$ cat src/rtl/div_ext.sv
// div_ext: iterative RV32M divide/remainder unit on the CPU ext* port.
// This is the responder side of the start/done handshake. It produces one
// quotient bit per clock using restoring radix-2 division, so latency is fixed.
// Ports:
//   clk    clock (rising edge)
//   rst    synchronous reset, active-low
//   start  request strobe (extStart)
//   func3  100 DIV, 101 DIVU, 110 REM, 111 REMU (extFunc3)
//   a, b   dividend / divisor (extA / extB)
//   r      quotient or remainder (extR), held until the next result or reset
//   done   one-cycle pulse; r is valid while it is high (extDone)
//   busy   high from the first CALC cycle through DONE
module div_ext #(
  parameter int unsigned WIDTH = 32
) (
  input  logic             clk,
  input  logic             rst,
  input  logic             start,
  input  logic [2:0]       func3,
  input  logic [WIDTH-1:0] a,
  input  logic [WIDTH-1:0] b,
  output logic [WIDTH-1:0] r,
  output logic             done,
  output logic             busy
);

  localparam int unsigned CW = $clog2(WIDTH);

  typedef enum logic [1:0] {IDLE, CALC, FIX, DONE} state_t;

  state_t           state, next_state;
  logic [CW-1:0]    count;
  logic [WIDTH-1:0] dvd;      // dividend shifts out the top; quotient shifts in the bottom
  logic [WIDTH-1:0] dvs;
  logic [WIDTH-1:0] rem;
  logic [WIDTH-1:0] a_lat;    // original dividend, needed for the divide-by-zero remainder
  logic             sel_rem;
  logic             q_neg;
  logic             r_neg;
  logic             b_zero;

  logic             accept_c;
  logic             signed_c;
  logic [WIDTH-1:0] a_abs_c, b_abs_c;
  logic [WIDTH:0]   rem_sh_c;
  logic             ge_c;
  logic [WIDTH-1:0] rem_nx_c;
  logic [WIDTH-1:0] q_fix_c, r_fix_c, res_c;

  // State register
  always_ff @(posedge clk) begin
    if (!rst) state <= IDLE;
    else      state <= next_state;
  end

  // Next-state logic
  always_comb begin
    next_state = state;
    case (state)
      IDLE: if (accept_c) next_state = CALC;
      CALC: if (count == '0) next_state = FIX;
      FIX:  next_state = DONE;
      DONE: next_state = IDLE;
      default: next_state = IDLE;
    endcase
  end

  // Operand conditioning, one restoring step, and sign fix-up
  always_comb begin
    accept_c = start && func3[2];
    signed_c = ~func3[0];
    a_abs_c  = (signed_c && a[WIDTH-1]) ? (~a + WIDTH'(1)) : a;
    b_abs_c  = (signed_c && b[WIDTH-1]) ? (~b + WIDTH'(1)) : b;

    // The trial subtract is one bit wider than the operands, so a remainder
    // with its top bit set still compares correctly after the shift.
    rem_sh_c = {rem, dvd[WIDTH-1]};
    ge_c     = rem_sh_c >= {1'b0, dvs};
    rem_nx_c = ge_c ? WIDTH'(rem_sh_c - {1'b0, dvs}) : rem_sh_c[WIDTH-1:0];

    // MIN / -1 needs no special path: |MIN| / 1 = 2^(W-1) and the signs match.
    q_fix_c = q_neg ? (~dvd + WIDTH'(1)) : dvd;
    r_fix_c = r_neg ? (~rem + WIDTH'(1)) : rem;
    if (b_zero) begin
      q_fix_c = '1;
      r_fix_c = a_lat;
    end
    res_c = sel_rem ? r_fix_c : q_fix_c;
  end

  // Datapath and registered outputs
  always_ff @(posedge clk) begin
    if (!rst) begin
      count   <= '0;
      dvd     <= '0;
      dvs     <= '0;
      rem     <= '0;
      a_lat   <= '0;
      sel_rem <= 1'b0;
      q_neg   <= 1'b0;
      r_neg   <= 1'b0;
      b_zero  <= 1'b0;
      r       <= '0;
      done    <= 1'b0;
      busy    <= 1'b0;
    end else begin
      done <= (next_state == DONE);
      busy <= (next_state != IDLE);
      case (state)
        IDLE: if (accept_c) begin
          dvd     <= a_abs_c;
          dvs     <= b_abs_c;
          rem     <= '0;
          a_lat   <= a;
          sel_rem <= func3[1];
          q_neg   <= signed_c && (a[WIDTH-1] ^ b[WIDTH-1]);
          r_neg   <= signed_c && a[WIDTH-1];
          b_zero  <= (b == '0);
          count   <= CW'(WIDTH - 1);
        end
        CALC: begin
          rem   <= rem_nx_c;
          dvd   <= {dvd[WIDTH-2:0], ge_c};
          count <= count - CW'(1);
        end
        FIX:  r <= res_c;
        default: ;
      endcase
    end
  end

endmodule

$ cat config.mk
export PLATFORM = sky130hd
export DESIGN_NAME = div_ext
export DESIGN_NICKNAME = d
export VERILOG_FILES = /design/src/rtl/div_ext.sv
export SDC_FILE = /design/constraint.sdc
export NUM_CORES = 1
export LEC_CHECK = 0
export ABC_CLOCK_PERIOD_IN_PS = 7540
export BUFFER_PORTS_ARGS = -buffer_cell sky130_fd_sc_hd__buf_2
export CORE_MARGIN = 3
export CORE_UTILIZATION = 35
export DETAILED_ROUTE_END_ITERATION = 12
export SETUP_SLACK_MARGIN = 0.05
export SLEW_MARGIN = 20
export SYNTH_ARGS = -nofsm -noshare
export SYNTH_HDL_FRONTEND = slang
export SYNTH_SLANG_ARGS = --single-unit
$ cat constraint.sdc
create_clock -name clk -period 7.54 [get_ports clk]
set_input_delay 0.377 -clock clk [delete_from_list [all_inputs] [get_ports clk]]
set_output_delay 0.377 -clock clk [all_outputs]
set_load 0.01 [all_outputs]
* After elaboration in Yosys (flattened, before gate mapping)
Cells that the tools add are included.
** Word-level totals
- Flip-flop bits (word level) :: 173
- Output and inout port bits :: 34
- Logic and storage cells :: 59
** Operators by class
- Add/sub/neg operators :: 6
- Magnitude comparators :: 1
- Eq/ne operators :: 5
- Multiplexer cells :: 17
- Bitwise operators :: 6
- Reduce and logical (&&, ||, !) cells :: 11
** Operator list (count)
- 32-bit 2-to-1 mux :: 10
- 32-bit by 1-bit adder with 32-bit output (second input constant) :: 4
- 32-bit inverter :: 4
- 32-bit case mux with 2 select lines :: 2
- 33-bit by 32-bit >= comparator with 1-bit output :: 1
- 32-bit zero test :: 1
- 32-bit subtractor :: 1
- 5-bit case mux with 2 select lines :: 1
- 2-bit case mux with 4 select lines :: 1
- 2-bit == test (second input constant) :: 3
- 5-bit zero test :: 1
- 5-bit 2-to-1 mux :: 1
- 5-bit by 1-bit subtractor with 5-bit output (second input constant) :: 1
- 1-bit logical AND :: 4
- 2-bit 2-to-1 mux :: 2
- 2-bit AND reduction :: 2
- 2-bit nonzero test :: 2
- 2-bit by 1-bit == test with 1-bit output (second input constant) :: 1
- 2-bit zero test :: 1
- 2-bit inequality test (second input constant) :: 1
- 1-bit inverter :: 1
- 1-bit XOR :: 1

* Depth between registers and ports, before layout
- Depth after elaboration :: 5
- Mapped depth :: 13
- Mapped depth without buffers :: 12

* Least setup slack after synthesis
No wires, ideal clock.
- Path kind :: reg-to-reg
- Start :: register rem[15]
- End :: register rem[1]
- Setup time :: 0.122 ns
- Arrival :: 2.888 ns
- Required time :: 7.418 ns
- Setup slack :: 4.530 ns
- Cell stages (with the launch flop) :: 12
- Buffers on the path :: 2
- Clock period less this slack :: 3.010 ns
- Path through :: dfxtp_1 -> ha_1 -> nand2_1 -> o31ai_1 -> nor2_1 -> or3_1 -> a211oi_1 -> o21a_1 -> clkbuf_1 -> buf_2 -> nor4_1 -> a311o_1
** On the way
- Cells in the longest elaborated chain, start to end :: 3
** Ends and longest elaborated chain
- start: declaration :: RTL line 35 : logic [WIDTH-1:0] rem;
- start signal: assignment :: RTL line 122 : rem <= rem_nx_c;
- 33-bit by 32-bit >= comparator with 1-bit output :: RTL line 78 : ge_c = rem_sh_c >= {1'b0, dvs};
- 32-bit 2-to-1 mux :: RTL line 79 : rem_nx_c = ge_c ? WIDTH'(rem_sh_c - {1'b0, dvs}) : rem_sh_c[WIDTH-1:0];
- 32-bit case mux with 2 select lines :: RTL line 109 : case (state)
No other way between the ends.
A chain may end at the register's enable or synchronous reset.

* Worst setup path after layout
- Start :: register rem[15]
- End :: register rem[3]
The elaborated chain is that of the path after synthesis.

==> impl_results.md <==
* Max Freq at ~270 MHz
* CTS Sinks at roughly 170
* Pint at ~0.0018 W
* Synth area leaders: dfxtp_1 31%, nand2_1 7.1%, xor2_1 6.4%
* # rows at 64
* DR iter-0 viols at 1009
* Post-synth top flop: dfxtp_1
* Simple-gate area share of the yosys netlist at 0.2009
* Minimum clock period at roughly 3.7 ns
* Worst Path Required at 7.85 ns
* Most common cell in the netlist: nand2_1
* Cell Area, Synth at about 11000 µm²
* CP Class: flop to flop
* CTS Hold Bufs at 0
* Placed inst area at 12000 µm²
* Post-synthesis mux area share at 0.008934
* Vias per inst at between 5 and 6
* Antenna violations before repair at 0
* Synth top cells by count: 213 x nand2_1, 173 x dfxtp_1, 121 x a21oi_1
* Slew @ Worst Pin at approximately 1.1 ns
* Resize count post-CTS at 0
* Number of inserted diodes at 0
* All-Layer GR Usage at 0.2079
* Synth Area in XOR/XNOR at 0.1087
* Seq/Total Area, Yosys at 0.3091
* Final core occ at 0.4060
* Largest net degree at the start of global routing at between 60 and 70
* Vias in the first global route at around 10000
* Clk pwr share at 0.311
* Synth Instances at roughly 1500
* Max Cap Violations at 0
* GRT overflow at 0
* Die Y at about 180 µm
* Status: completed
* Share of cells above drive strength 1 at 0.1160
* Synth Area in Adders at 0.04310
* Filler instances at ~3200
* Leak pwr at a little under 5 nW
* Design Area, Final at roughly 13000 µm²
* WL per Instance at roughly 19 µm
* Placer Congestion at between 0.9 and 1
* Switching Fraction at 0.3856
* Vias at roughly 11000
* Reg clk slew, reported paths at 0.07 ns
* I/O Buffers at around 100
* RSZ-0062 raised after global routing: false
* Area leader, netlist: dfxtp_1
* Root buf cell: clkbuf_16
* Yosys warnings at 0
* Post-synth cell types at 64
* Syn Area/Cell at 7.627 µm²
* CP delay by family, top: compound AO/OA/AOI/OAI gates
* Buf/Inv on CP at 1
* Final Hold Viols at 0
* Area Growth Syn to Fin at 12.59%
* Worst min path class: input port to flop
* Setup TNS at 0 ns
* WHS at ~0.17 ns
* Slew margin rel. at 0.2617
* Core area at 31070 µm²
* Post-synth EDFFs at 0
* Max incr delay on CP at 0.59 ns
* Die X at roughly 180 µm
* Synth async-reset ratio at 0
* Seq pwr share at 0.353
* PwrDens at between 200 and 250 nW/µm²
* CTS tree: built
* CP Launch Type: flop
* H-tree levels at 4
* Nature of the critical path endpoint: flop
* Crit path DAT at between 3 and 4 ns
* DP Wirelength at 26.36 mm
* Post-Synthesis Net Count at around 1600
* Max clock buf depth at 2
* CP Max Fanout at 39
* Combinational family with the most area after synthesis: compound AO/OA/AOI/OAI gates
* Worst Clk Skew at ~0.013 ns
* Postcts setup bufs at 0
* Combinational power share at 0.336
* Crit path max-delay cell type: o31ai_1
* DIE AREA at approximately 34000 µm²
* Ports at between 100 and 150
* Synth Register Bits at between 150 and 200
* Fin. max-slew vios at 0
* DRT Wirelength at 35.92 mm
* Cts bufs inserted at 17
* TritonRoute pass-1 iters at 7
* VDD IR max at 128.9 µV
* Antenna viol nets, final at 0
* Worst-skew pair later-pin latency at around 0.44 ns
* Residual DRC count at 0
* Layout net count at ~1600
* Switching pwr at between 0.001 and 0.0015 W
* Crit path cell chain: ha_1 > nand2_1 > o31ai_1 > nor2_1 > or3_1 > a211oi_1 > o21a_1 > buf_4 > or2_2 > o211ai_1
* Synth top area share at 0.3091
* Synth Area in Compound Gates at 0.2796
* Global-route wire length before repair at between 50 and 60 mm
* Ratio of final minimum period to clock period at 0.4890
* Initial Utilization at 0.3606
* Setup violators final at 0
## power by group through the flow
stage	registers, W	logic [W]	clock network [W]
2_1_floorplan	0.00104	0.000724	0
3_3_place_gp	0.00106	0.000976	0
3_5_place_dp	0.00107	0.000980	0
4_1_cts	0.00105	0.000985	0.000934
5_1_grt	0.00106	0.00111	0.000971
6_report	0.00105	0.000995	0.000920
## cells by family after synthesis
family / Yosys count
flops: 173
simple gates: 494
mux: 10
buf+inv: 148
compound gates: 467
fa+ha+maj: 38
xor+xnor: 139
## path summary, 6_finish.rpt
path,endpoint,slack (ns),cells past startpoint,from
worst min-delay path,sel_rem,0.17,3,func3[1]
worst min register to register,r[14],0.45,2,r[14]
worst max-delay path,rem[3],3.85,10,rem[15]
worst max register to register,rem[3],3.85,10,rem[15]
## placed cells by master, fill, tap and decap left out, drive strengths merged, types with 7 or more instances in the layout
cell | Yosys | routed
nand2 | 213 | 213
dfxtp | 173 | 173
a21oi | 121 | 121
buf | 5 | 119
nor2 | 118 | 118
o21ai | 91 | 91
xor2 | 82 | 82
inv | 54 | 59
xnor2 | 57 | 57
o211ai | 46 | 46
ha | 37 | 37
nor3 | 34 | 34
a211oi | 32 | 32
a222oi | 23 | 23
o31ai | 22 | 22
or3 | 22 | 22
a21o | 19 | 19
clkbuf | 89 | 18
nand3 | 17 | 17
or4 | 17 | 17
nor4 | 14 | 14
nand2b | 14 | 14
a31oi | 13 | 13
a221oi | 13 | 13
o41ai | 11 | 11
or2 | 11 | 11
mux2i | 10 | 10
o21a | 9 | 9
o221ai | 9 | 9
nor2b | 9 | 9
o22ai | 8 | 8
and3 | 7 | 7
a22oi | 7 | 7
## worst register-to-register path, delay by kind of cell (launching register included)
kind | cells | cell delay [ns]
DFF | 1 | 0.38
buffers and inverters | 1 | 0.36
adders and majority gates | 1 | 0.37
and+or+nand+nor | 4 | 1.17
AOI/OAI and AO/OA | 4 | 1.29
## through the flow
| stage | std cells | setup slack, ns | total power (W) |
|---|---|---|---|
| floorplan | 1469 | 4.530 | 0.001767 |
| global placement | 1890 | 3.983 | 0.002040 |
| detailed placement | 1890 | 3.866 | 0.002047 |
| CTS | 1922 | 3.885 | 0.002964 |
| global route | 1922 | 3.541 | 0.003132 |
| finish | 1922 | 3.853 | 0.002960 |
## area by class of cell
type	count	area [µm²]	area share
Inverter	54	203.9	0.01617
Tap cell	396	495.5	0.03928
Multi-Input combinational cell	1148	7203	0.5710
Clock inverter	14	172.7	0.01369
Clock buffer	18	439.2	0.03481
Sequential cell	173	3465	0.2746
Timing Repair Buffer	119	635.6	0.05039
## metal layers
layer	global-route usage	part of all wire	vias to the layer above
li1	-	-	5442
met2	0.3296	0.46	361
met5	0	0	-
met1	0.2964	0.47	5281
met3	0.02730	0.058	42
met4	0.05912	0.018	0
## sequential cells by signal, indices dropped and copies added, names as in the netlist
signal,flops
state,2
a_lat,32
dvs,32
b_zero,1
dvd,32
rem,32
count,5
done,1
busy,1
r,32
r_neg,1
q_neg,1
sel_rem,1
(Power assumes the default switching activity.)
